==> config.mk <==
export PLATFORM = sky130hd
export DESIGN_NAME = spi_slave
export DESIGN_NICKNAME = d
export VERILOG_FILES = /design/src/rtl/spi_pkg.sv /design/src/rtl/sync_edge_det.sv /design/src/rtl/spi_slave.sv
export SDC_FILE = /design/constraint.sdc
export NUM_CORES = 1
export LEC_CHECK = 0
export CORE_MARGIN = 8
export CORE_UTILIZATION = 35
export DETAILED_ROUTE_END_ITERATION = 7
export DONT_BUFFER_PORTS = 1
export GPL_ROUTABILITY_DRIVEN = 1
export RECOVER_POWER = 100
export SLEW_MARGIN = 20
export SYNTH_ARGS = -nofsm -noshare
export SYNTH_HDL_FRONTEND = slang
export SYNTH_SLANG_ARGS = --single-unit
==> constraint.sdc <==
create_clock -name clk -period 2.08 [get_ports clk]
set_input_delay 0.208 -clock clk [delete_from_list [all_inputs] [get_ports clk]]
set_output_delay 0.208 -clock clk [all_outputs]
set_load 0.005 [all_outputs]
==> src/rtl/spi_pkg.sv <==
// Shared types and constants for the SPI responder.
//   spi_slave_state_t : responder FSM states
//   SPI_MODE0..3      : {cpol, cpha} pairs for the four SPI modes
package spi_pkg;

  typedef enum logic [1:0] {
    wait_ss_high,
    idle,
    active
  } spi_slave_state_t;

  localparam logic [1:0] SPI_MODE0 = 2'b00;
  localparam logic [1:0] SPI_MODE1 = 2'b01;
  localparam logic [1:0] SPI_MODE2 = 2'b10;
  localparam logic [1:0] SPI_MODE3 = 2'b11;

endpackage

==> src/rtl/sync_edge_det.sv <==
// Multi-flop synchronizer for an asynchronous input plus one edge-detect
// register.
//   clk, reset : system clock, synchronous active-high reset
//   d          : asynchronous input
//   q          : synchronized level
//   rise, fall : one-cycle pulses when q changes
module sync_edge_det #(
  parameter int SYNC_STAGES = 2
) (
  input  logic clk,
  input  logic reset,
  input  logic d,
  output logic q,
  output logic rise,
  output logic fall
);

  logic [SYNC_STAGES-1:0] chain;
  logic                   prev;

  // Chains clear to 0: a select line held low across reset reads as
  // "still selected", so the FSM cannot see a false falling edge.
  always_ff @(posedge clk) begin
    if (reset) begin
      chain <= '0;
      prev  <= 1'b0;
    end else begin
      chain <= {chain[SYNC_STAGES-2:0], d};
      prev  <= chain[SYNC_STAGES-1];
    end
  end

  assign q    = chain[SYNC_STAGES-1];
  assign rise = q & ~prev;
  assign fall = ~q & prev;

endmodule

==> src/rtl/spi_slave.sv <==
// SPI responder, oversampled in the clk domain, all four cpol/cpha modes,
// DBIT-bit frames MSb first in both directions.
//   clk, reset            : system clock, synchronous active-high reset
//   cpol, cpha            : SPI mode; change only while ss_n is high
//   din, wr_tx            : TX byte and its write strobe
//   sclk, ss_n, mosi      : asynchronous SPI link from the master
//   miso, miso_oe         : serial out and pad enable
//   dout, rx_done_tick    : last received byte and its update pulse
//   tx_ready              : TX buffer empty
//   abort_tick            : ss_n rose with a partial byte in flight
module spi_slave
  import spi_pkg::*;
#(
  parameter int DBIT        = 8,
  parameter int SYNC_STAGES = 2
) (
  input  logic            clk,
  input  logic            reset,
  input  logic            cpol,
  input  logic            cpha,
  input  logic [DBIT-1:0] din,
  input  logic            wr_tx,
  input  logic            sclk,
  input  logic            ss_n,
  input  logic            mosi,
  output logic            miso,
  output logic            miso_oe,
  output logic [DBIT-1:0] dout,
  output logic            rx_done_tick,
  output logic            tx_ready,
  output logic            abort_tick
);

  localparam int            NW     = $clog2(DBIT + 1);
  localparam logic [NW-1:0] N_FULL = NW'(DBIT);

  logic sclk_s, sclk_rise, sclk_fall;
  logic ss_s, ss_rise, ss_fall;
  logic mosi_s, mosi_rise, mosi_fall;

  sync_edge_det #(.SYNC_STAGES(SYNC_STAGES)) u_sclk (
    .clk(clk), .reset(reset), .d(sclk), .q(sclk_s), .rise(sclk_rise), .fall(sclk_fall)
  );
  sync_edge_det #(.SYNC_STAGES(SYNC_STAGES)) u_ss (
    .clk(clk), .reset(reset), .d(ss_n), .q(ss_s), .rise(ss_rise), .fall(ss_fall)
  );
  // Same depth as sclk so mosi_s is aligned with the decoded clock edges.
  sync_edge_det #(.SYNC_STAGES(SYNC_STAGES)) u_mosi (
    .clk(clk), .reset(reset), .d(mosi), .q(mosi_s), .rise(mosi_rise), .fall(mosi_fall)
  );

  logic unused_ok;
  assign unused_ok = &{1'b0, sclk_s, mosi_rise, mosi_fall};

  // Leading edge leaves the idle (cpol) level, trailing edge returns to it.
  logic lead, trail, sample_e, shift_e;
  assign lead     = cpol ? sclk_fall : sclk_rise;
  assign trail    = cpol ? sclk_rise : sclk_fall;
  assign sample_e = cpha ? trail : lead;
  assign shift_e  = cpha ? lead  : trail;

  spi_slave_state_t state;
  logic [NW-1:0]    n;
  logic [DBIT-1:0]  si_reg, so_reg, tx_buf;
  logic             skip_shift;  // cpha=1: first lead edge of a frame, MSb already out
  logic             reload;      // byte finished, next shift edge loads the next TX byte

  always_ff @(posedge clk) begin
    if (reset) begin
      state        <= wait_ss_high;
      n            <= '0;
      si_reg       <= '0;
      so_reg       <= '0;
      tx_buf       <= '0;
      tx_ready     <= 1'b1;
      dout         <= '0;
      rx_done_tick <= 1'b0;
      abort_tick   <= 1'b0;
      miso_oe      <= 1'b0;
      skip_shift   <= 1'b0;
      reload       <= 1'b0;
    end else begin
      rx_done_tick <= 1'b0;
      abort_tick   <= 1'b0;
      case (state)
        wait_ss_high: begin
          miso_oe <= 1'b0;
          if (ss_s) state <= idle;
        end
        idle: begin
          if (ss_fall) begin
            state      <= active;
            miso_oe    <= 1'b1;
            so_reg     <= tx_ready ? '0 : tx_buf;
            tx_ready   <= 1'b1;
            n          <= '0;
            skip_shift <= cpha;
            reload     <= 1'b0;
          end
        end
        active: begin
          if (ss_rise) begin
            state   <= idle;
            miso_oe <= 1'b0;
            n       <= '0;
            // A byte completing in the very cycle ss_n rises is still delivered.
            if (n == N_FULL) begin
              dout         <= si_reg;
              rx_done_tick <= 1'b1;
            end else if (n != '0) begin
              abort_tick <= 1'b1;
            end
          end else begin
            if (n == N_FULL) begin
              dout         <= si_reg;
              rx_done_tick <= 1'b1;
              n            <= '0;
              reload       <= 1'b1;
            end else if (sample_e) begin
              si_reg <= {si_reg[DBIT-2:0], mosi_s};
              n      <= n + 1'b1;
            end
            if (shift_e) begin
              if (reload) begin
                so_reg   <= tx_ready ? '0 : tx_buf;
                tx_ready <= 1'b1;
                reload   <= 1'b0;
              end else if (skip_shift) begin
                skip_shift <= 1'b0;
              end else begin
                so_reg <= {so_reg[DBIT-2:0], 1'b0};
              end
            end
          end
        end
        default: state <= wait_ss_high;
      endcase
      // Placed last so a write coinciding with a load keeps the new byte
      // buffered: the load above already took the old contents.
      if (wr_tx) begin
        tx_buf   <= din;
        tx_ready <= 1'b0;
      end
    end
  end

  assign miso = miso_oe & so_reg[DBIT-1];

endmodule
Word-level counts from Yosys, hierarchy flattened
Cells that the tools add are included.
{ "word_totals": {"out_inout_bits": 13, "wordCells": 102, "inputBits": 16, "regBits": 52} }
{ "classes": {"n_eq_ne": 15, "bitwise_logic": 12, "reduce_logical": 16, "addsub": 1, "mux": 41} }
{ "op_table": {"columns": ["cell", "n"], "rows": [
  ["two-way mux 8 bit", 6],
  ["two-way mux 1 bit", 21],
  ["two-way mux 4 bit", 4],
  ["one-hot mux 8 bit (2 select lines)", 1],
  ["!= test 3 bit, second input constant", 5],
  ["AND reduction 5 bit", 3],
  ["AND reduction 3 bit", 4],
  ["!= test 2 bit, second input constant", 5],
  ["one-hot mux 4 bit (2 select lines)", 1],
  ["inverter 1 bit", 7],
  ["two-way mux 2 bit", 3],
  ["one-hot mux 1 bit (2 select lines)", 3],
  ["one-hot mux 2 bit (3 select lines)", 1],
  ["nonzero test 3 bit", 2],
  ["bitwise AND 1 bit", 5],
  ["adder 4 x 1 -> 4 bit, second input constant", 1],
  ["== test 4 bit, second input constant", 1],
  ["!= test 4 bit, second input constant", 1],
  ["AND reduction 4 bit", 1],
  ["nonzero test 4 bit", 1],
  ["OR reduction 4 bit", 1],
  ["one-hot mux 1 bit (3 select lines)", 1],
  ["== test 2 x 1 -> 1 bit, second input constant", 1],
  ["== test 2 bit, second input constant", 1],
  ["5 further kinds", 5]
]} }

Longest topological paths before layout
Gate-level depths: netlist of the first run.
{ "logic_depth": {"depth_word": 8, "depth_mapped": 7, "depth_no_buf": 6} }

Modules after synthesis
From an unflattened synthesis of the first run, not the netlist that was laid out.
{ "hier_totals": {"hier_cells": 257, "hier_area_um2": 2379.8} }
{ "by_module_without_submodules": {"columns": ["mod", "area_per_inst_um2", "instances", "cells_per_inst"], "rows": [
  ["spi_slave", 2105.8, 1, 233],
  ["sync_edge_det", 91.3, 3, 8]
]} }

Worst setup path after synthesis of the first run
No wires, ideal clock.
{ "synth_timing": {"path_type": "flip-flop to flip-flop", "from": "register n[0]", "to": "register n[2]", "slack_ps": 238, "required_time_ps": 1998, "t_arrival_ps": 1759, "setup_ps": 82, "path_stages_with_launch": 7, "path_buffers": 0, "period_less_slack_ps": 1842, "path_cell_list": "dfxtp_1 > inv_1 > ha_1 > and3b_1 > or3_4 > or4_1 > o221ai_1"} }
{ "synth_between": {"elab_chain_len": 5, "elab_cells_between_ends": 8, "cone_classes": "add/sub (1); eq/ne (2); mux (4); reduce/logical (1)"} }
{ "synth_lines": {"columns": ["item", "line_no", "rtl"], "rows": [
  ["from (decl)", "spi_slave.sv:63", "logic [NW-1:0] n;"],
  ["from (signal assigned)", "spi_slave.sv:121", "n <= n + 1'b1;"],
  ["adder 4 x 1 -> 4 bit", "spi_slave.sv:121", null],
  ["two-way mux 4 bit", "spi_slave.sv:119", "end else if (sample_e) begin"],
  ["two-way mux 4 bit", "spi_slave.sv:114", "if (n == N_FULL) begin"],
  ["two-way mux 4 bit", "spi_slave.sv:102", "if (ss_rise) begin"],
  ["one-hot mux 4 bit (2 select lines)", "spi_slave.sv:85", "case (state)"]
]} }
Several ways; a longest one is shown, not always the timed one. The select of a mux whose other input is x is not followed.
A chain may end at the register's enable or synchronous reset.

Worst setup path in the final report of the first run
{ "layout_timing": {"from": "register n[0]", "to": "register n[1]"} }
The elaborated chain is that of the path after synthesis.

==> flow_summary.ini, run 1 <==
[cells_and_area]
antenna-diode-count = 0
nets = 288
drive_gt1_frac = 0.1011
syn_to_final_growth_pct = 8.689

[min_path]
hold_path_class = in -> reg

[die]
fp.dieH_um = 97.89
initial_core_util = 0.3533
num_rows = 30
die_w_um = 97.89
ios = 29
coreArea_sq_um = 6644
die_area_sq_um = 9582

[outcome]
outcome = finished with violations
violations = capacitance limit, slew limit

[sta]
fin_crit_ns = 1.951
final_max_slew_viol_count = 38
max_slew_margin = -0.1230
final-setup-viol-count = 0
holdWs_ns = 0.02384
hold_violations = 0
rsz0062_at_grt = no
skew_ns = 0.009130
period_share = 0.9380
fmax_mhz = 512.5
finalSetupTns_ns = 0
worst_pin_slew_ns = 1.684

[pwr]
power.density_nw_per_um2 = 715.7
peakVddDrop_uv = 389.2
finalPower_mw = 1.826
p_leak_nw = 0.9859

[synth]
synth_edf_count = 0
synth-async-reset-ratio = 0
yosys.area_share.xor_xnor = 0.006930
synth.top_cell.area_share = 0.4435
ys_warn_count = 0
synth-simple-area-share = 0.2276
synth_compound_gate_area_share = 0.1333
synth_ff_type = dfxtp_1
synth.cell_area_sq_um = 2347
synthTopCellsByArea = dfxtp_1, mux2i_1, nor2b_1
synth.most_common_cell = dfxtp_1
postSynthAreaPerCell_sq_um = 8.925
synth_top_family_by_area = simple AND/OR/NAND/NOR gates
yosys.area.top_type = dfxtp_1
ys_seq_elements = 52
synthAdderAreaFrac = 0.03198
ys_seq_area_frac = 0.4435
netlist-cell-type-count = 36
synth_common_cells = dfxtp_1, nand2_1, nor2b_1, mux2i_1
synthMuxAreaShare = 0.1231
postSynthCellCount = 263
syn-num-nets = 285

[routing]
vias = 1773
wl_per_cell_um = 13.50
ant_nets = 0
avgViaCountPerCell = 5.110
first_pass_iters = 4
drc = 0
routed_wl_um = 4686
drtIter0Drc = 63

[placed_design]
hpwl_um = 3213
place.gp.congestion = 0.7470
port_buffers = 0

[global_routing]
grt-ovfl-total = 0
grtUsageTotal = 0.1005
antenna_found_initial = 0
grt_pass1_wl_um = 7914
grt_max_degree = 38
grt_pass1_vias = 1660

[setup_path]
start_kind = flop
cp_max_fo = 11
worstPathRequired_ns = 2.32
end_kind = flop
cp.arrival_ns = 2.19
critPathKind = reg -> reg

[clock_tree]
clock_latency_ns = 0.30
cts_buffer_depth = 2
cts_root_buf = clkbuf_8
ctsHtreeMaxLevel = 2
cts_setup_buffers = 0
cts_tree = done
cts_num_sinks = 52
cts_buffers = 5
path_clk_slew_ns = 0.10

[job]
max-cap-violations = 1
per-stage QoR:
step	area [sq um]	cells	utilization	worst slack [ns]
floorplan	2347	263	-	0.2382
global placement	2459	338	0.3701	0.1892
detailed placement	2459	338	0.3701	0.1403
CTS	2570	347	0.3868	0.1256
global route	2551	347	0.3840	0.002540
finish	2551	347	0.3840	0.1289
placed cells by master, fill, tap and decap left out, types with 2 or more instances in the layout:
cell       count
dfxtp_1       52
nor2b_1       25
nand2_1       25
mux2i_1       21
a21oi_1       20
nor2_1        20
o21ai_0       15
nand3_1       13
inv_1          8
mux2_2         7
buf_4          7
nand2b_1       6
ha_1           6
clkbuf_8       5
nor3_1         4
o211ai_1       3
or4_1          2
a32o_1         2
o2111ai_1      2
area by class of cell:
class / count / area (sq um)
sequential: 52 / 1041
tap: 80 / 100.1
fill: 673 / 4093
clock inverter: 3 / 22.52
clock buffer: 5 / 68.82
inverter: 8 / 30.03
multi-input combinational: 190 / 1227
timing repair buffer: 9 / 61.31
path summary, 6_finish.rpt:
kind | slack (ns) | startpoint | end | cells after the start
max | 0.13 | n[0] | n[1] | 7
min | 0.02 | sclk | u_sclk.chain[0] | 1
max reg2reg | 0.13 | n[0] | n[1] | 7
min reg2reg | 0.45 | u_ss.chain[0] | u_ss.chain[1] | 1
worst max-delay path: stages (launching register included):
cell and delay [ns]:
dfxtp_1 0.40, inv_1 0.06, ha_1 0.20, and3b_1 0.20
or3_4 0.38, buf_4 0.17, o21ai_0 0.27, mux2i_1 0.21
timing repair:
action | 4_1_cts | 5_1_grt
resized for setup | 0 | 1
endpoints found under the setup margin | 0 | 1
hold buffers | 1 | 0
hold endpoints to repair | 37 | 0
routing by layer:
metal,global-route usage,routed length [um]
met3,0.03343,299
met1,0.1207,2203
met4,0.04436,74
met5,0,0
met2,0.1591,2109
power breakdown:
group	switching (mW)	internal, mW	leakage (nW)
Clock	0.345	0.242	0.0485
Combinational	0.112	0.0836	0.515
Sequential	0.0201	1.02	0.422
Total	0.478	1.35	0.986
logic make-up after synthesis:
kind of cell / after synthesis
AO/OA/AOI/OAI: 51
XOR/XNOR: 1
multiplexers: 28
AND/OR/NAND/NOR: 104
buffers and inverters: 21
adder cells (fa/ha/maj): 6
flip-flops: 52
No activity file was read; power rests on OpenSTA's default activity.
==> run 2: changes to the inputs <==
--- a/config.mk
+++ b/config.mk
@@ -6,4 +6,5 @@
 export NUM_CORES = 1
 export LEC_CHECK = 0
+export ABC_AREA = 1
 export CORE_MARGIN = 8
 export CORE_UTILIZATION = 35
==> constraint.sdc (replaced) <==
create_clock -name clk -period 2.08 [get_ports clk]
set_input_delay 0.208 -clock clk [delete_from_list [all_inputs] [get_ports clk]]
set_output_delay 0.208 -clock clk [all_outputs]
set_load 0.05 [all_outputs]
==> run 2 against run 1 <==
  * The run now ends clean
  * Cell area grew 1.9%
  * Flip-flop and latch count unchanged
  * First-iteration DRC count grew 71%
  * Register-to-register slack improved by 0.18 ns
  * Synthesized area is 1.7% higher
  * Critical endpoint is now n[0]
==> flow_summary.ini, run 2 <==
[outcome]
outcome = finished clean

[sta]
skew_ns = 0.01759
rsz0062_at_grt = no
holdWs_ns = 0.04255
hold_violations = 0
period_share = 0.8521
finalSetupTns_ns = 0
final_max_slew_viol_count = 0
final-setup-viol-count = 0
max_slew_margin = 0.4575
fin_crit_ns = 1.772
fmax_mhz = 564.2
worst_pin_slew_ns = 0.8138

[clock_tree]
cts_buffers = 5
ctsHtreeMaxLevel = 2
cts_setup_buffers = 0
cts_buffer_depth = 2
cts_num_sinks = 52
path_clk_slew_ns = 0.10
hold_buffers = 4
cts_resized = 0
cts_root_buf = clkbuf_8
clock_latency_ns = 0.30
cts_tree = done

[cells_and_area]
layout_commonest_cell = nand2_1
most-common-layout-cells = nand2_1, dfxtp_1, nor2_1
nets = 344
drive_gt1_frac = 0.09907
antenna-diode-count = 0
fillers = 698
syn_to_final_growth_pct = 8.857

[global_routing]
grt-ovfl-total = 0
grt_max_degree = 31
antenna_found_initial = 0
grt_pass1_wl_um = 8148
grtUsageTotal = 0.1007
grt_pass1_vias = 1667

[routing]
avgViaCountPerCell = 4.682
wl_per_cell_um = 11.71
drtIter0Drc = 108
drc = 0
first_pass_iters = 4
routed_wl_um = 4721
ant_nets = 0
vias = 1887

[synth]
ys_warn_count = 0
synth_edf_count = 0
synth_common_cells = nand2_1, dfxtp_1, nor2_1, inv_1, nand3_1
ys_seq_elements = 52
synth.most_common_cell = nand2_1
synthTopCellsByArea = dfxtp_1, nand2_1, nor2_1
netlist-cell-type-count = 32
postSynthAreaPerCell_sq_um = 7.531
synth.cell_area_sq_um = 2387
synth_ff_type = dfxtp_1
ys_seq_area_frac = 0.4361
yosys.area.top_type = dfxtp_1
postSynthCellCount = 317
synth-async-reset-ratio = 0
syn-num-nets = 339
synth.top_cell.area_share = 0.4361

[setup_path]
worstPathRequired_ns = 2.28
end_kind = flop
cp_max_fo = 11
start_kind = flop
r2r_slack_ns = 0.31
cp.arrival_ns = 1.97
critPathKind = reg -> reg

[die]
num_rows = 30
ios = 29
initial_core_util = 0.3573
die_w_um = 98.59
fp.dieH_um = 98.59
coreArea_sq_um = 6681
die_area_sq_um = 9720

[pwr]
power.density_nw_per_um2 = 1255
peakVddDrop_uv = 345.6
p_leak_nw = 1.096
finalPower_mw = 3.262

[placed_design]
port_buffers = 0
hpwl_um = 3304
place.gp.congestion = 0.7766

[job]
max-cap-violations = 0

[min_path]
hold_path_class = in -> reg
[run 2: cell count changes in the layout (fill, tap and decap cells not counted), moves of 10 or more]
cell	before	now
nor2b_1	25	0
nand3_1	13	23
nor2_1	20	43
nand2_1	25	64
mux2i_1	21	0
inv_1	8	41
[run 2: final cells by class]
type,count,area [sq um],share of cell area
clock inverters,3,68.82,0.02648
inverters,46,185.2,0.07126
repair buffers,7,65.06,0.02504
well taps,80,100.1,0.03852
multi-input cells,210,1070,0.4117
clock buffers,5,68.82,0.02648
flip-flops and latches,52,1041,0.4006
[run 2: power breakdown]
part	switching, mW	internal (mW)
logic	0.800	0.406
registers	0.0829	1.15
clock network	0.341	0.484
total	1.22	2.04
[run 2: logic make-up (layout without fill, tap and decap cells)]
| kind of cell | after synthesis | after routing | synth area share |
|---|---|---|---|
| and+or+nand+nor | 158 | 158 | 0.3197 |
| DFF | 52 | 52 | 0.4361 |
| buffers and inverters | 55 | 61 | 0.1006 |
| AOI/OAI and AO/OA | 45 | 45 | 0.1085 |
| adders and majority gates | 6 | 6 | 0.03145 |
| xor gates and xnor gates | 1 | 1 | 0.003669 |
[run 2: worst paths after layout]
kind            startpoint             to  depth (start not counted)
min                 din[0]      tx_buf[0]                          2
max reg2reg           n[0]           n[0]                         11
max                   n[0]           n[0]                         11
min reg2reg  u_ss.chain[0]  u_ss.chain[1]                          2
[run 2: critical path, cell delays in order, from the launching register on]
cell     delay, ns
dfxtp_1       0.36
inv_1         0.08
ha_1          0.14
inv_1         0.04
nor2_1        0.15
nand2_2       0.09
inv_1         0.31
nor2_4        0.07
nand2_1       0.08
nand2_1       0.12
o21ai_0       0.17
nor2_1        0.06
[run 2: per-layer routing]
metal | global-route usage | vias to the layer above | wire length, um
li1 | - | 1019 | -
met1 | 0.1313 | 833 | 2336
met2 | 0.1549 | 33 | 2083
met3 | 0.03453 | 2 | 276
met4 | 0.02479 | 0 | 25
met5 | 0 | - | 0
[run 2: per-stage QoR]
step | utilization | worst slack [ns] | instance area, sq um | cells
after global routing | 0.3890 | 0.1103 | 2599 | 403
after CTS | 0.3955 | 0.3552 | 2643 | 403
after floorplan | - | 0.6570 | 2387 | 317
final | 0.3890 | 0.3077 | 2599 | 403
after global placement | 0.3674 | 0.4557 | 2455 | 391
after detailed placement | 0.3674 | 0.3837 | 2455 | 391
==> run 3: changes to the inputs <==
- ABC_AREA: 1 -> unset
- CAP_MARGIN: unset -> 20
- GPL_TIMING_DRIVEN: unset -> 0
==> run 3 against run 2 <==
  * Clock power fell by 25%
  * Hold slack got worse by 0.016 ns
  * Maximum frequency fell by 9.5%
  * Core utilization fell by 0.53 points
  * Non-clock buffer count rose by 5
  * Clock-buffer cell count did not move
  * Largest power group unchanged
==> flow_summary.ini, run 3 (same netlist as run 1, synthesis figures left out) <==
[global_routing]
grt_max_degree = 19
antenna_found_initial = 0
grt_pass1_vias = 1747
grtUsageTotal = 0.1044
grt_pass1_wl_um = 8217
grt-ovfl-total = 0

[die]
coreArea_sq_um = 6644
num_rows = 30
initial_core_util = 0.3533
ios = 29
fp.dieH_um = 97.89
die_area_sq_um = 9582
die_w_um = 97.89

[sta]
final-setup-viol-count = 0
rsz0062_at_grt = no
fmax_mhz = 510.8
fin_crit_ns = 1.958
setup_slack_ns = 0.1222
hold_violations = 0
period_share = 0.9412
max_slew_margin = 0.4742
holdWs_ns = 0.02630
worst_pin_slew_ns = 0.7876
skew_ns = 0.01370
finalSetupTns_ns = 0
final_max_slew_viol_count = 0

[pwr]
peakVddDrop_uv = 353.2
clkPwrFrac = 0.329
swShare = 0.2777
p_leak_nw = 0.9592
power_frac_comb = 0.110
power.density_nw_per_um2 = 733.6
p_int_mw = 1.351
p_switching_mw = 0.5192
seq_power_share = 0.561

[clock_tree]
clock_latency_ns = 0.32
cts_buffer_depth = 2
cts_tree = done
cts_buffers = 5
cts_root_buf = clkbuf_8
cts_num_sinks = 52
ctsHtreeMaxLevel = 2
hold_buffers = 0
path_clk_slew_ns = 0.10

[setup_path]
startpoint = n[0]
cp.arrival_ns = 2.19
crit_path_max_incr_delay_ns = 0.47
critPathKind = reg -> reg
end_kind = flop
start_kind = flop
critPathCapture = n[2]
r2r_end = n[2]
rr_worst_depth = 6
cp_max_fo = 5
crit_path_top_delay_cell = or4_1
path_cells = inv_1 -> ha_1 -> and3b_1 -> or3_4 -> or4_1 -> o221ai_1
r2r_slack_ns = 0.12
worstPathRequired_ns = 2.31
r2r-start = n[0]

[cells_and_area]
syn_to_final_growth_pct = 8.582
layout_commonest_cell = dfxtp_1
antenna-diode-count = 0
most-common-layout-cells = dfxtp_1, nor2b_1, nand2_1
drive_gt1_frac = 0.07778
nets = 291

[routing]
avgViaCountPerCell = 5.026
wl_per_cell_um = 13.99
drc = 0
vias = 1759
first_pass_iters = 4
drtIter0Drc = 94
routed_wl_um = 4898
ant_nets = 0

[placed_design]
place.gp.congestion = 0.7951
hpwl_um = 3536
pre_cts_ws_ns = 0.02878
port_buffers = 0

[job]
max-cap-violations = 0

[min_path]
hold_path_class = in -> reg
hold_depth = 1

[outcome]
outcome = finished clean
-- run 3: cell count changes in the layout (fill, tap and decap cells not counted), moves of 6 or more --
cell      before  now
nand2_1       64   25
nor2b_1        0   25
a21oi_1       26   20
mux2i_1        0   21
nand3_1       23   13
nand4_1        8    1
clkbuf_1       2   10
mux2_2         0    7
inv_1         41    8
nand2b_1       0    6
nor2_1        43   20
-- run 3: power by group through the flow --
| stage | Combinational, mW | Clock (mW) | Sequential, mW |
|---|---|---|---|
| floorplan | 0.159 | 0 | 1.07 |
| global placement | 0.200 | 0 | 1.07 |
| detailed placement | 0.203 | 0 | 1.07 |
| CTS | 0.204 | 0.638 | 1.05 |
| global route | 0.227 | 0.681 | 1.05 |
| finish | 0.206 | 0.616 | 1.05 |
-- run 3: worst min-delay path by stage --
stage	slack (ns)	start	end
final	0.03	sclk	u_sclk.chain[0]
after global routing	0.02	din[3]	tx_buf[3]
after global placement	0.34	sclk	u_sclk.chain[0]
after floorplan	0.34	mosi	u_mosi.chain[0]
after CTS	0.02	mosi	u_mosi.chain[0]
after detailed placement	0.35	mosi	u_mosi.chain[0]
-- run 3: layout make-up --
cell class / count / area, sq um
Clock inverter: 3 / 27.53
Multi-Input combinational cell: 190 / 1236
Sequential cell: 52 / 1041
Inverter: 8 / 30.03
Buffer: 12 / 45.04
Fill cell: 677 / 4095
Clock buffer: 5 / 68.82
Tap cell: 80 / 100.1
-- run 3: what timing repair did --
item	CTS	global route
gates resized for setup	0	2
setup buffers	0	0
setup endpoints to repair	0	17
-- run 3: routing by layer --
metal	track usage	part of all wire
met2	0.1697	0.47
met4	0.03477	0.011
met1	0.1262	0.47
met3	0.03414	0.047
met5	0	0
-- run 3: per-stage QoR --
| step | std cells | area, sq um | util | total power [mW] |
|---|---|---|---|---|
| after global routing | 350 | 2549 | 0.3836 | 1.961 |
| after global placement | 343 | 2447 | 0.3684 | 1.271 |
| after CTS | 351 | 2544 | 0.3829 | 1.891 |
| after detailed placement | 343 | 2447 | 0.3684 | 1.275 |
| after floorplan | 263 | 2347 | - | 1.224 |
| final | 350 | 2549 | 0.3836 | 1.870 |
-- run 3: critical path: cells and delay by family (launching register included) --
kind | cells | cell delay [ns]
and+or+nand+nor | 3 | 1.06
DFF | 1 | 0.40
buffers and inverters | 1 | 0.06
AOI/OAI and AO/OA | 1 | 0.17
adders and majority gates | 1 | 0.20
==> variant 1, RTL diff (config.mk and constraints of run 2) <==
The parameter `DBIT` goes from 8 to 16.
--- a/src/rtl/spi_slave.sv
+++ b/src/rtl/spi_slave.sv
@@ -13,3 +13,3 @@
 #(
-  parameter int DBIT        = 8,
+  parameter int DBIT        = 16,
   parameter int SYNC_STAGES = 2
Ports: changed (resized din and dout); port bits go from 29 to 45. No check against the original RTL was run, so the function may have changed too.
==> variant 1 against run 2 <==
- worst setup slack got worse by 0.16 ns
- non-clock buffer count increased by 22
- routed wire length increased by 77%
- die area increased by 46%
- design area increased by 63%
- synthesized area increased by 56%
- power increased by 53%
- maximum frequency decreased by 8.2%
- count of clock-buffer cells in the layout increased by 5
- combinational power increased by 54%
- clock power increased by 45%
- clock skew decreased by 0.0045 ns
- sequential cell count increased by 33
==> variant 1: results (changes against run 2) <==
Synth
  – Avg Synthesized Cell Area: 7.26 um^2 (was 7.53 um^2)
  – Net count after synthesis: 544 (was 339)
  – Synth top area cells: dfxtp_1, nor2_1, nand2_1 (was dfxtp_1, nand2_1, nor2_1)
  – Top cells by count, synth: nor2_1, dfxtp_1, nand2_1, inv_1, a21oi_1 (was nand2_1, dfxtp_1, nor2_1, inv_1, nand3_1)
  – Cell variety after synth: 31 (was 32)
  – Seq/Total Area, Yosys: 45.6% (was 43.6%)

Drt
  – Final WL: 8360 um (was 4720 um)
  – Via count: 3179 (was 1887)

Setup path
  – CP Max Fanout: 16 (was 11)
  – Reg2reg start: state[0] (was n[0])
  – Register-to-Register Setup Slack: 0.15 ns (was 0.31 ns)
  – Worst reg-to-reg path cell count: 8 (was 11)
  – CP Data Arrival Time: 2.22 ns (was 1.97 ns)
  – Critical path startpoint: state[0] (was n[0])
  – Max incr delay on CP: 0.38 ns (was 0.36 ns)
  – Crit Reg-Reg Endpoint: tx_ready (was n[0])

Layout
  – Share of cells above drive strength 1: 7.49% (was 9.91%)
  – # fillers: 1072 (was 698)
  – Final Non-Filler Cells: 670 (was 403)
  – Fin nets: 559 (was 344)

Min path
  – Hold Path Class: primary input to flip-flop (unchanged)

Power and ir drop
  – Sw Share: 39.4% (was 37.5%)
  – Leak: 1.82 nW (was 1.10 nW)
  – Max IR drop VDD: 399 uV (was 346 uV)

Global routing
  – Total track usage: 12.6% (was 10.1%)
  – Pin count of the biggest net entering global routing: 34 (was 31)
  – First-pass GRT wire length: 14800 um (was 8150 um)
  – Vias in the first global route: 3132 (was 1667)

Clock tree
  – Clk slew on worst S/H paths: 0.09 ns
  – Total CTS buffers: 9 (was 5)
  – Clk Latency, worst-skew pair: 0.37 ns (was 0.30 ns)
  – Htree depth: 3 (was 2)

Place
  – Final Wtd Congestion: 0.814 (was 0.777)
  – Dpl cells: 632 (was 391)

Status
  – Status: completed (unchanged)

STA
  – Slew of the pin with the lowest slew margin: 0.786 ns (was 0.814 ns)
  – Skew final: 0.0131 ns (was 0.0176 ns)
## variant 1: changes by cell type after synthesis, moves of 8 or more
cell / change
inv_1: +18
dfxtp_1: +33
a21oi_2: -8
a21oi_1: +19
nand2_1: +9
nand3_1: +13
clkbuf_1: +9
o21ai_0: +22
nor2_1: +71
nand4_1: +9
## variant 1: through the flow
| stage | cell area, um^2 | util [%] | power [mW] | setup slack [ns] |
|---|---|---|---|---|
| 6_report | 4220 | 40.9 | 5.00 | 0.149 |
| 5_1_grt | 4220 | 40.9 | 5.45 | 0.0125 |
| 4_1_cts | 4240 | 41.0 | 5.08 | 0.197 |
| 3_5_place_dp | 3810 | 36.9 | 3.81 | 0.220 |
| 3_3_place_gp | 3810 | 36.9 | 3.77 | 0.260 |
| 2_1_floorplan | 3730 | - | 3.56 | 0.534 |
## variant 1: worst max-delay path: cells and delay by family, from the launching register on
kind                     cells  cell delay [ns]
flip-flops                   1             0.38
AO/OA/AOI/OAI                3             0.40
AND/OR/NAND/NOR              2             0.33
buffers and inverters        2             0.42
adder cells (fa/ha/maj)      1             0.34
## variant 1: power groups by stage
stage / registers (mW) / clock network [mW] / logic (mW)
2_1_floorplan: 1.98 / 0 / 1.58
3_3_place_gp: 1.97 / 0 / 1.80
3_5_place_dp: 1.98 / 0 / 1.84
4_1_cts: 1.94 / 1.25 / 1.90
5_1_grt: 1.96 / 1.32 / 2.17
6_report: 1.94 / 1.20 / 1.86
## variant 1: cell families after synthesis
group                      Yosys count  share of synthesized area (%)
and+or+nand+nor                    253                           30.5
buffers and inverters               86                           10.2
DFF                                 85                           45.6
AOI/OAI and AO/OA                   83                           11.5
adders and majority gates            6                           2.01
xor gates and xnor gates             1                          0.235
## variant 1: area by class of cell
| type | instances | area, um^2 | share of cell area (%) |
|---|---|---|---|
| multi-input cells | 343 | 1650 | 39.1 |
| well taps | 136 | 170 | 4.03 |
| clock buffers | 10 | 128 | 3.02 |
| inverters | 61 | 234 | 5.54 |
| clock inverters | 6 | 71.3 | 1.69 |
| repair buffers | 29 | 269 | 6.37 |
| flip-flops and latches | 85 | 1700 | 40.3 |
## variant 1: worst min-delay path by stage
stage	start	to	slack (ns)
2_1_floorplan	mosi	u_mosi.chain[0]	0.31
3_3_place_gp	reset	dout[10]	0.28
3_5_place_dp	reset	dout[11]	0.28
4_1_cts	wr_tx	tx_buf[15]	0.0006
5_1_grt	wr_tx	tx_buf[14]	0.02
6_report	wr_tx	tx_buf[9]	0.02
## variant 1: what timing repair did
action | 4_1_cts | 5_1_grt
endpoints found under the hold margin | 50 | 0
hold buffers | 22 | 0
buffers inserted | 0 | 0
## variant 1: routing by layer
metal  global-route usage, %  part of all wire (%)
met1                    14.6                    45
met2                    20.6                    47
met3                    4.82                   6.2
met4                    4.90                   1.8
met5                       0                     0
==> variant 2, RTL diff (settings of run 2) <==
Without the edit above. Make the reset (`reset`) asynchronous in 2 clocked blocks. Comments in the files are not updated.
--- a/src/rtl/sync_edge_det.sv
+++ b/src/rtl/sync_edge_det.sv
@@ -22,3 +22,3 @@
   // "still selected", so the FSM cannot see a false falling edge.
-  always_ff @(posedge clk) begin
+  always_ff @(posedge clk or posedge reset) begin
     if (reset) begin
--- a/src/rtl/spi_slave.sv
+++ b/src/rtl/spi_slave.sv
@@ -67,3 +67,3 @@
 
-  always_ff @(posedge clk) begin
+  always_ff @(posedge clk or posedge reset) begin
     if (reset) begin
Check against the original RTL: differs if reset is asserted again (counterexample within 4 cycles, from zero or initial values and one cycle with reset high); with reset held inactive, the same outputs for 10 cycles.
==> variant 2 against run 2 <==
- clock power is 30% lower
- worst hold slack worse by 0.030 ns
- combinational power is 23% lower
- critical path depth is 4 lower
- synthesized area is 0.16% lower
- sequential cell count stayed put
- first-iteration DRC count is 49% lower
- routed wire length is 11% lower
- power is 9.2% lower
- worst setup slack worse by 0.060 ns
- synthesized cell count is 17% lower
- largest cell class is now sequential cells
- design area is 1.4% lower
==> variant 2: results (changes against run 2) <==
Min path
  – Hold Crit Endpoint: tx_buf[2] (was tx_buf[0])

Synth
  – Seq/Total Area, Yosys: 54.6% (was 43.6%)
  – Main synth FF type: dfrtp_1 (was dfxtp_1)
  – Syn Inst Count: 262 (was 317)
  – Top cells by count, synth: nand2_1, dfrtp_1, inv_1, nand3_1, o21ai_0 (was nand2_1, dfxtp_1, nor2_1, inv_1, nand3_1)
  – Net count after synthesis: 284 (was 339)
  – Synth top area cells: dfrtp_1, nand2_1, inv_1 (was dfxtp_1, nand2_1, nor2_1)

Setup path
  – Max incr delay on CP: 0.41 ns (was 0.36 ns)
  – Reg2reg start: state[0] (was n[0])
  – CP Data Arrival Time: 2.02 ns (was 1.97 ns)
  – Worst reg-to-reg path cell count: 7 (was 11)
  – CP Max Fanout: 14 (was 11)
  – Crit Reg-Reg Endpoint: so_reg[6] (was n[0])

Global routing
  – First-pass GRT wire length: 7520 um (was 8150 um)
  – Pin count of the biggest net entering global routing: 30 (was 31)
  – Total track usage: 9.36% (was 10.1%)

Layout
  – Final Non-Filler Cells: 351 (was 403)
  – Share of cells above drive strength 1: 8.12% (was 9.91%)
  – # fillers: 687 (was 698)
  – Fin nets: 292 (was 344)

Drt
  – Final WL: 4220 um (was 4720 um)
  – DR iter-0 viols: 55 (was 108)

STA
  – Skew final: 0.00174 ns (was 0.0176 ns)

Status
  – Status: completed (unchanged)

Place
  – Final Wtd Congestion: 0.779 (was 0.777)
  – Dpl cells: 337 (was 391)
  – Area after DPL: 0.00245 mm^2 (about the same)

Power and ir drop
  – Net Switching: 1.15 mW (was 1.22 mW)
  – Leak: 1.27 nW (was 1.10 nW)
==> variant 2: critical path: cells and delay by family, from the launching register on <==
family                   cells  cell delay [ns]
AND/OR/NAND/NOR              4             0.68
flip-flops                   1             0.41
adder cells (fa/ha/maj)      1             0.35
AO/OA/AOI/OAI                1             0.19
buffers and inverters        1             0.10
==> variant 2: worst max path at each step <==
stage / from / end
after detailed placement: state[0] / so_reg[6]
after CTS: state[0] / so_reg[6]
after floorplan: state[0] / so_reg[0]
after global routing: state[1] / n[1]
final: state[0] / so_reg[6]
after global placement: state[0] / so_reg[7]
==> variant 2: logic make-up after synthesis <==
kind of cell | share of synthesized area (%)
multiplexers | 0.420
buffers and inverters | 8.82
AND/OR/NAND/NOR | 23.5
flip-flops | 54.6
AO/OA/AOI/OAI | 9.08
adder cells (fa/ha/maj) | 3.15
XOR/XNOR | 0.368
==> variant 2: what timing repair did <==
item | 4_1_cts | 5_1_grt
hold buffers | 5 | 1
setup buffers | 0 | 0
endpoints found under the hold margin | 32 | 1
==> variant 2: power by group through the flow <==
stage / combinational [mW] / sequential [mW] / clock (mW)
5_1_grt: 1.09 / 1.48 / 0.639
3_5_place_dp: 0.986 / 1.47 / 0
6_report: 0.933 / 1.45 / 0.581
4_1_cts: 0.997 / 1.45 / 0.608
3_3_place_gp: 0.972 / 1.47 / 0
2_1_floorplan: 0.862 / 1.43 / 0
==> variant 2: area by class of cell <==
type	instances	area, um^2	share of cell area [%]
flip-flops and latches	52	1300	50.9
multi-input cells	163	832	32.5
inverters	41	154	6.01
well taps	80	100	3.91
clock buffers	6	82.6	3.22
repair buffers	7	80.1	3.13
clock inverters	2	10.0	0.391
==> variant 2: metrics by stage <==
step	hold WS [ns]	util [%]
after CTS	0.000781	38.8
after global routing	0.00461	38.3
final	0.0125	38.3
after floorplan	0.239	-
after detailed placement	0.166	36.6
after global placement	0.158	36.6
==> variant 2: layer usage <==
metal / up-vias / share of wire (%) / GRT usage [%]
met3: 4 / 3.1 / 2.26
met1: 756 / 50 / 12.1
met4: 0 / 1.6 / 4.72
met5: - / 0 / 0
li1: 851 / - / -
met2: 21 / 45 / 14.3
